[src/rtl/onchip_reader_pkg.sv]
// Shared types and defaults for the on-chip memory stream reader.
// Build option: define ONCHIP_READER_LOOP_EN to make the reader loop over
// its word range until stopped, instead of running it once.
package onchip_reader_pkg;

    localparam int ADDR_W_DEF = 13;
    localparam int DATA_W_DEF = 64;
    localparam int PIX_W_DEF  = 32;

    typedef enum logic [1:0] {
        ST_IDLE  = 2'd0,
        ST_RUN   = 2'd1,
        ST_DRAIN = 2'd2
    } state_e;

    // Width needed to hold an occupancy of 0..depth inclusive.
    function automatic int fifo_count_width(input int depth);
        return $clog2(depth) + 1;
    endfunction

endpackage

[src/rtl/onchip_reader_fifo.sv]
// Synchronous word FIFO between the memory read port and the half-word
// unpacker. Flush clears occupancy in one cycle; the head word is read
// combinationally so it is visible the cycle after it was pushed.
module onchip_reader_fifo
    import onchip_reader_pkg::*;
#(
    parameter int DATA_W = DATA_W_DEF,
    parameter int DEPTH  = 8
) (
    input  logic                               clk_i,
    input  logic                               rst_ni,
    input  logic                               flush_i,
    input  logic                               push_i,
    input  logic [DATA_W-1:0]                  wdata_i,
    input  logic                               pop_i,
    output logic [DATA_W-1:0]                  rdata_o,
    output logic [fifo_count_width(DEPTH)-1:0] count_o,
    output logic                               empty_o
);

    localparam int PW = $clog2(DEPTH);
    localparam int CW = fifo_count_width(DEPTH);

    logic [DATA_W-1:0] mem_q [DEPTH];
    logic [PW-1:0]     wr_ptr_q;
    logic [PW-1:0]     rd_ptr_q;
    logic [CW-1:0]     count_q;
    logic              push_ok_s;
    logic              pop_ok_s;

    // A pop on an empty FIFO or a push into a full one (without a pop) is dropped.
    assign pop_ok_s  = pop_i & (count_q != CW'(0));
    assign push_ok_s = push_i & ((count_q != CW'(DEPTH)) | pop_ok_s);

    // Storage array; no reset needed since occupancy qualifies every read.
    always_ff @(posedge clk_i) begin
        if (push_ok_s && !flush_i) begin
            mem_q[wr_ptr_q] <= wdata_i;
        end
    end

    // Pointer and occupancy bookkeeping with flush taking priority.
    always_ff @(posedge clk_i or negedge rst_ni) begin
        if (!rst_ni) begin
            wr_ptr_q <= PW'(0);
            rd_ptr_q <= PW'(0);
            count_q  <= CW'(0);
        end else if (flush_i) begin
            wr_ptr_q <= PW'(0);
            rd_ptr_q <= PW'(0);
            count_q  <= CW'(0);
        end else begin
            if (push_ok_s) begin
                wr_ptr_q <= wr_ptr_q + PW'(1);
            end
            if (pop_ok_s) begin
                rd_ptr_q <= rd_ptr_q + PW'(1);
            end
            case ({push_ok_s, pop_ok_s})
                2'b10:   count_q <= count_q + CW'(1);
                2'b01:   count_q <= count_q - CW'(1);
                default: count_q <= count_q;
            endcase
        end
    end

    assign rdata_o = mem_q[rd_ptr_q];
    assign count_o = count_q;
    assign empty_o = (count_q == CW'(0));

endmodule

[src/rtl/onchip_mem_stream_reader.sv]
// Avalon-MM read master that streams a contiguous range of 64-bit on-chip
// RAM words out as 32-bit elements, low half first.
// Build option: ONCHIP_READER_LOOP_EN wraps the issue address back to the
// base after the last word and keeps reading until stop.
module onchip_mem_stream_reader
    import onchip_reader_pkg::*;
#(
    parameter int ADDR_W     = ADDR_W_DEF,
    parameter int DATA_W     = DATA_W_DEF,
    parameter int PIX_W      = PIX_W_DEF,
    parameter int FIFO_DEPTH = 8
) (
    input  logic                  clk,
    input  logic                  reset_n,
    input  logic                  start,
    input  logic [ADDR_W-1:0]     base_addr,
    input  logic [ADDR_W:0]       word_count,
    input  logic                  stop,
    output logic                  busy,
    output logic                  done,
    output logic [ADDR_W-1:0]     mem_address,
    output logic                  mem_chipselect,
    output logic                  mem_write,
    output logic [DATA_W/8-1:0]   mem_byteenable,
    output logic                  mem_clken,
    input  logic [DATA_W-1:0]     mem_readdata,
    output logic                  out_valid,
    output logic [PIX_W-1:0]      out_data,
    input  logic                  out_ready
);

    localparam int CW    = fifo_count_width(FIFO_DEPTH);
    localparam int CNT_W = ADDR_W + 1;

    state_e            state_q;
    logic [ADDR_W-1:0] addr_q;
    logic [CNT_W-1:0]  issued_q;
    logic [CNT_W-1:0]  count_q;
    logic              inflight_q;
    logic              half_q;
    logic              done_q;
`ifdef ONCHIP_READER_LOOP_EN
    logic [ADDR_W-1:0] base_q;
`endif

    logic [DATA_W-1:0] fifo_rdata_s;
    logic [CW-1:0]     fifo_count_s;
    logic              fifo_empty_s;
    logic              flush_s;
    logic              push_s;
    logic              accept_s;
    logic              pop_s;
    logic              last_issue_s;

    // Abort only matters while a run is active; it discards everything buffered.
    assign flush_s      = stop & (state_q != ST_IDLE);
    // Read data is always captured the cycle after its strobe unless aborted.
    assign push_s       = inflight_q & ~flush_s;
    assign accept_s     = out_valid & out_ready;
    assign pop_s        = accept_s & half_q;
    assign last_issue_s = (issued_q + CNT_W'(1)) == count_q;

    // Credit check counts the read already on the bus so the FIFO never overflows.
    assign mem_chipselect = (state_q == ST_RUN) & ~stop &
                            ((fifo_count_s + CW'(inflight_q)) < CW'(FIFO_DEPTH));
    assign mem_address    = addr_q;
    assign mem_write      = 1'b0;
    assign mem_byteenable = '1;
    assign mem_clken      = 1'b1;

    assign busy      = (state_q != ST_IDLE);
    assign done      = done_q;
    assign out_valid = ~fifo_empty_s;

    // Select the current half of the head word; drive zero when nothing is valid.
    always_comb begin
        out_data = {PIX_W{1'b0}};
        if (out_valid) begin
            if (half_q) begin
                out_data = fifo_rdata_s[DATA_W-1:PIX_W];
            end else begin
                out_data = fifo_rdata_s[PIX_W-1:0];
            end
        end else begin
            out_data = {PIX_W{1'b0}};
        end
    end

    onchip_reader_fifo #(
        .DATA_W (DATA_W),
        .DEPTH  (FIFO_DEPTH)
    ) u_fifo (
        .clk_i   (clk),
        .rst_ni  (reset_n),
        .flush_i (flush_s),
        .push_i  (push_s),
        .wdata_i (mem_readdata),
        .pop_i   (pop_s),
        .rdata_o (fifo_rdata_s),
        .count_o (fifo_count_s),
        .empty_o (fifo_empty_s)
    );

    // Control FSM: command capture, address/issue counting, unpack phase, done pulse.
    always_ff @(posedge clk or negedge reset_n) begin
        if (!reset_n) begin
            state_q    <= ST_IDLE;
            addr_q     <= ADDR_W'(0);
            issued_q   <= CNT_W'(0);
            count_q    <= CNT_W'(0);
            inflight_q <= 1'b0;
            half_q     <= 1'b0;
            done_q     <= 1'b0;
`ifdef ONCHIP_READER_LOOP_EN
            base_q     <= ADDR_W'(0);
`endif
        end else begin
            done_q     <= 1'b0;
            inflight_q <= mem_chipselect;

            if (flush_s) begin
                half_q <= 1'b0;
            end else if (accept_s) begin
                half_q <= ~half_q;
            end else begin
                half_q <= half_q;
            end

            case (state_q)
                ST_IDLE: begin
                    if (start && !stop) begin
                        if (word_count == CNT_W'(0)) begin
                            done_q <= 1'b1;
                        end else begin
                            state_q  <= ST_RUN;
                            addr_q   <= base_addr;
                            issued_q <= CNT_W'(0);
                            count_q  <= word_count;
`ifdef ONCHIP_READER_LOOP_EN
                            base_q   <= base_addr;
`endif
                        end
                    end
                end
                ST_RUN: begin
                    if (stop) begin
                        state_q <= ST_IDLE;
                    end else if (mem_chipselect) begin
                        if (last_issue_s) begin
`ifdef ONCHIP_READER_LOOP_EN
                            addr_q   <= base_q;
                            issued_q <= CNT_W'(0);
`else
                            state_q  <= ST_DRAIN;
`endif
                        end else begin
                            addr_q   <= addr_q + ADDR_W'(1);
                            issued_q <= issued_q + CNT_W'(1);
                        end
                    end
                end
                ST_DRAIN: begin
                    if (stop) begin
                        state_q <= ST_IDLE;
                    end else if (pop_s && (fifo_count_s == CW'(1)) && !inflight_q) begin
                        state_q <= ST_IDLE;
                        done_q  <= 1'b1;
                    end
                end
                default: begin
                    state_q <= ST_IDLE;
                end
            endcase
        end
    end

endmodule

[config.mk]
export PLATFORM = sky130hd
export DESIGN_NAME = onchip_mem_stream_reader
export DESIGN_NICKNAME = d
export VERILOG_FILES = /design/src/rtl/onchip_reader_pkg.sv /design/src/rtl/onchip_reader_fifo.sv /design/src/rtl/onchip_mem_stream_reader.sv
export SDC_FILE = /design/constraint.sdc
export NUM_CORES = 1
export LEC_CHECK = 0
export CAP_MARGIN = 30
export CORE_ASPECT_RATIO = 1.5
export CORE_MARGIN = 10
export CORE_UTILIZATION = 53
export CTS_CLUSTER_DIAMETER = 100
export DETAILED_ROUTE_END_ITERATION = 8
export PLACE_DENSITY_LB_ADDON = 0.12
export SYNTH_ARGS = -nofsm -noshare
export SYNTH_HDL_FRONTEND = slang
export SYNTH_SLANG_ARGS = --single-unit
export TNS_END_PERCENT = 50
[constraint.sdc]
create_clock -name clk -period 9.36 [get_ports clk]
set_clock_uncertainty 0.05 [all_clocks]
set_input_delay 2.34 -clock clk [delete_from_list [all_inputs] [get_ports clk]]
set_output_delay 2.34 -clock clk [all_outputs]
set_load 0.005 [all_outputs]
; Yosys cells after proc, flatten, opt, wreduce, memory -nomap -nowiden
; Memory sizes are Yosys's and may differ from the RTL's.
; Cells that the tools add are included.
; Widths: inputs -> output; s select.
[classes]
n_mux = 37
reduce_logical = 20
eq_ne = 15
n_lt_le_gt_ge = 1
bitwise = 14
addsub = 7
[op_table]
columns = operator, n
row1 = $mux 14, 5
row2 = $mux 13, 5
row3 = $mux 32, 2
row4 = $pmux 14 s2, 1
row5 = $pmux 13 s2, 1
row6 = $add 14x1->14 const B, 1
row7 = $eq 14x14->1, 1
row8 = $logic_not 14->1, 1
row9 = $mux 2, 7
row10 = $add 13x1->13 const B, 1
row11 = $mux 3, 4
row12 = $ne 2x2->1 const B, 5
row13 = $reduce_bool 2->1, 5
row14 = $ne 3x3->1 const B, 3
row15 = $and 1x1->1, 8
row16 = $mux 1, 8
row17 = $pmux 4 s2, 1
row18 = $add 3x1->3 const B, 2
row19 = $pmux 2 s3, 1
row20 = $reduce_and 6->1, 1
row21 = $not 1->1, 5
row22 = $reduce_and 5->1, 1
row23 = $add 4x1->4, 1
row24 = $add 4x1->4 const B, 1
row25 = 16 further kinds, 23
[totals]
ff_bits = 56
ram_bits = 512
memories = 1
inputBits = 96
[mem_list]
columns = name, depth, word_bits, rd, rd_ports_with_merged_regs, wr, line_no
row1 = u_fifo.mem_q, 8, 64, 1, 0, 1, onchip_reader_fifo.sv:24  ; logic [DATA_W-1:0] mem_q [DEPTH];

; Depth between registers and ports, before layout
[logic_depth]
depth_word = 10
depth_mapped = 11

; By module
; A second synthesis with hierarchy kept.
[hier_totals]
cells_unflattened = 1243
area_unflattened_um2 = 23446.2
[by_module_without_submodules]
columns = module, cells_each, area_per_inst_um2, n_inst
row1 = onchip_reader_fifo, 816, 19939.1, 1
row2 = onchip_mem_stream_reader, 427, 3507.1, 1

; Worst setup path after synthesis
; No wires, ideal clock.
[synth_timing]
path_kind = in2reg
from = in stop
to = mem u_fifo.mem_q[1][0] (netlist bit), enable pin
slack_ns = -1.052
stages = 5
arrival_ns = 9.695
path_cell_list = clkbuf_1 > o21ai_0 > nand2_1 > a41o_1 > nor4b_1
[synth_via]
elab_chain_len = 7
elab_cells_between_ends = 8
[synth_rtl]
columns = item, line_no
row1 = "start, declared", onchip_mem_stream_reader.sv:18  ; input logic stop,
row2 = $and 1x1->1 (*), onchip_mem_stream_reader.sv:56  ; assign flush_s = stop & (state_q != ST_IDLE);
row3 = $not 1->1, onchip_mem_stream_reader.sv:58  ; assign push_s = inflight_q & ~flush_s;
row4 = $and 1x1->1, onchip_mem_stream_reader.sv:58
row5 = $and 1x1->1, onchip_reader_fifo.sv:33  ; assign push_ok_s = push_i & ((count_q != CW'(DEPTH)) | pop_ok_s);
row6 = $logic_and 1x1->1 (*), onchip_reader_fifo.sv:37  ; if (push_ok_s && !flush_i) begin
row7 = $mux 1 (*), onchip_reader_fifo.sv:37
row8 = $mux 1 (implied by the code) (*), onchip_reader_fifo.sv:38  ; mem_q[wr_ptr_q] <= wdata_i;
row9 = "end, declared", onchip_reader_fifo.sv:24
; Mark *: on every way between the ends. The rest lies on a longest branch, timed or not.

; Worst setup path after layout
[layout_timing]
from = in stop
to = out mem_chipselect
[layout_via]
elab_chain_len = 3
[layout_rtl]
columns = item, line_no
row1 = $not 1->1, onchip_mem_stream_reader.sv:64  ; assign mem_chipselect = (state_q == ST_RUN) & ~stop &
row2 = $and 1x1->1 (2 in a row), onchip_mem_stream_reader.sv:64
row3 = "end, declared", onchip_mem_stream_reader.sv:22  ; output logic mem_chipselect,
; Every way passes these cells.

==> impl_metrics.ini <==
[routing]
drtIter0Drc = 737
drc = 0
drtPass1Iterations = 5
vias = 11600
avgViaCountPerCell = 5.94
wl_per_cell_um = 24.6
final_antenna_net_count = 0
wirelength_um = 48100

[clocking]
path_clk_slew_ps = 60
cts_num_sinks = 568
cts_root_buffer = clkbuf_16
clock_latency_ps = 570
cts_buffers = 52
htreeDepth = 2
holdBufCountCts = 0
clockBufferDepth = 3
cts_tree = yes
cts_resized = 0
post_cts_buffers = 0

[sta]
slew_violations = 0
fin_crit_sh_pct = 71.4
grt_setup_unrepaired = false
setup_viol = 0
worst_slew_pin_slew_ps = 1000
slew_headroom_pct = 33.1
fmax_mhz = 150
finalHoldViolCount = 0
period_needed_ps = 6690

[worst_setup_path]
worst_setup_path_end_kind = output port
endpoint = mem_chipselect
reg2reg_depth = 9
critPathKind = input port to output port
cp.arrival_ps = 4300
r2r_start = u_fifo.count_o[1]
r2r_slack_ps = 4800
reg2reg_to = u_fifo.mem_q[7][53]
crit_path_start = stop
startpoint_type = input port
cp_max_fo = 12
worstPathRequired_ps = 6970

[floorplanning]
num_io_pins = 155
dieArea_sq_um = 52200
fp.dieW_um = 190
dieHeight_um = 275
core_sq_um = 42900
rows = 93
initial_core_util_pct = 53.5

[yosys]
synth-main-ff-cell = edfxtp_1
netlist_area_sq_um = 23000
synth_edf_count = 512
syn_area_per_cell_sq_um = 19.4
synth-seq-area-share_pct = 73.0
ys_ff_latch = 568
yosysUniqueCellTypes = 60
yosys_warnings = 0
async_flop_share_pct = 9.86
syn_inst = 1184

[cells_and_area]
final_net_count = 1443
drive_above_1_share_pct = 20.5
final_core_util_pct = 62.4
finalNonFillerCells = 1951
syn_to_final_growth_pct = 16.6

[worst_hold_path]
hold_class = flop to flop

[global_route]
antenna_found_initial = 6
grt_pass1_wl_um = 74000
globalRouteTotalUtil_pct = 18.5
grt_max_degree = 104
grt_pass1_vias = 12400
grt-ovfl-total = 0

[run_status]
status = finished clean

[placed_design]
place_congestion = 0.881
io_buffers = 144
dp_cells = 1856
dp_hpwl_um = 27200

[power]
p_leak_nw = 8.61
vdd_drop_max_mv = 0.190
power_density_nw_per_um2 = 257

[flow_run]
drv_cap = 0
through the flow:
stage          area [sq um]  hold slack [ps]  power [mW]  TNS, ps  worst slack [ps]
2_1_floorplan         23000              415        4.17   -31030              -485
3_3_place_gp          25100              437        4.87        0              2730
3_5_place_dp          25100              445        4.91        0              2690
4_1_cts               26800              460        7.00        0              2690
5_1_grt               26800              478        7.20        0              2570
6_report              26800              458        6.89        0              2670
area by class of cell:
cell class                      count  area (sq um)
Sequential cell                   568         16800
Fill cell                        3015         16100
Multi-Input combinational cell    536          5890
Timing Repair Buffer              170          1680
Clock buffer                       60          1350
Tap cell                          570           713
Clock inverter                     33           314
Inverter                           12          45.0
Antenna cell                        2          5.00
sequential cells by signal (all words and copies together) (netlist names):
signal / count
u_fifo.rd_ptr_q: 3
u_fifo.count_o: 4
u_fifo.mem_q: 512
half_q: 1
mem_address: 13
issued_q: 14
done: 1
state_q: 2
u_fifo.wr_ptr_q: 3
inflight_q: 1
count_q: 14
per-layer routing:
metal	track usage (%)	wire length, um	vias to the layer above	part of all wire [%]
li1	-	-	5105	-
met1	22.9	18800	6078	39
met2	32.2	25300	313	53
met3	3.52	2650	93	5.5
met4	6.07	1240	8	2.6
met5	0	53	-	0.11
power breakdown:
group,internal (mW),switching (mW),total (mW)
logic,1.00,0.778,1.78
clock network,1.20,0.891,2.09
registers,2.90,0.126,3.02
synth_stat cells (4+ instances only):
master	n	area share [%]
xor2_1	8	0.30
edfxtp_1	512	67
nand4_1	8	0.22
and2_1	36	0.98
buf_1	17	0.28
buf_4	13	0.42
nor4_1	4	0.11
a31oi_1	13	0.35
clkbuf_1	39	0.64
inv_1	11	0.18
mux4_2	160	16
a21oi_1	21	0.46
ha_1	7	0.38
o21ai_0	26	0.57
buf_2	5	0.11
dfrtp_1	56	6.1
nor3b_1	4	0.13
xnor2_1	13	0.50
and3_1	7	0.19
a311oi_1	4	0.15
nor2_1	27	0.44
nor3_1	19	0.41
o211ai_1	4	0.13
nand2_1	81	1.3
o21ai_1	5	0.11
nand3_1	23	0.50
a211oi_1	4	0.13
cells in the final DEF (no fill, tap or decap), types with 8 or more instances in the layout:
cell and n:
a21oi_1 21, a31oi_1 13, and2_1 36, buf_4 22, clkbuf_16 53, clkdlybuf4s50_1 143, clkinv_1 15, conb_1 10
dfrtp_1 52, edfxtp_1 512, inv_1 11, mux4_2 160, nand2_1 80, nand3_1 23, nand4_1 8, nor2_1 26
nor3_1 17, o21ai_0 26, xnor2_1 13, xor2_1 8
critical path, stage by stage:
cell,delay [ps]
clkdlybuf4s50_1,570
nor2_1,320
nand2_1,390
clkinv_1,160
clkdlybuf4s50_1,510
logic make-up (layout without fill, tap and decap cells):
family	count (synthesis)	after routing	synth area share, %
compound gates	101	101	2.94
xor+xnor	21	21	0.801
flops	568	568	73.0
mux	164	164	15.9
simple gates	233	233	5.21
buf+inv	88	275	1.74
fa+ha+maj	7	7	0.381
other cells	2	12	0.0327
how the worst min path moves through the flow:
stage	slack [ps]	to	start	cells past startpoint
after floorplan	420	count_q[0]	count_q[0]	2
after global placement	440	count_q[11]	count_q[11]	2
after detailed placement	440	count_q[11]	count_q[11]	2
after CTS	460	count_q[0]	count_q[0]	2
after global routing	480	count_q[0]	count_q[0]	2
final	460	count_q[1]	count_q[1]	2
Note: power is estimated with default switching activity, not from simulation.
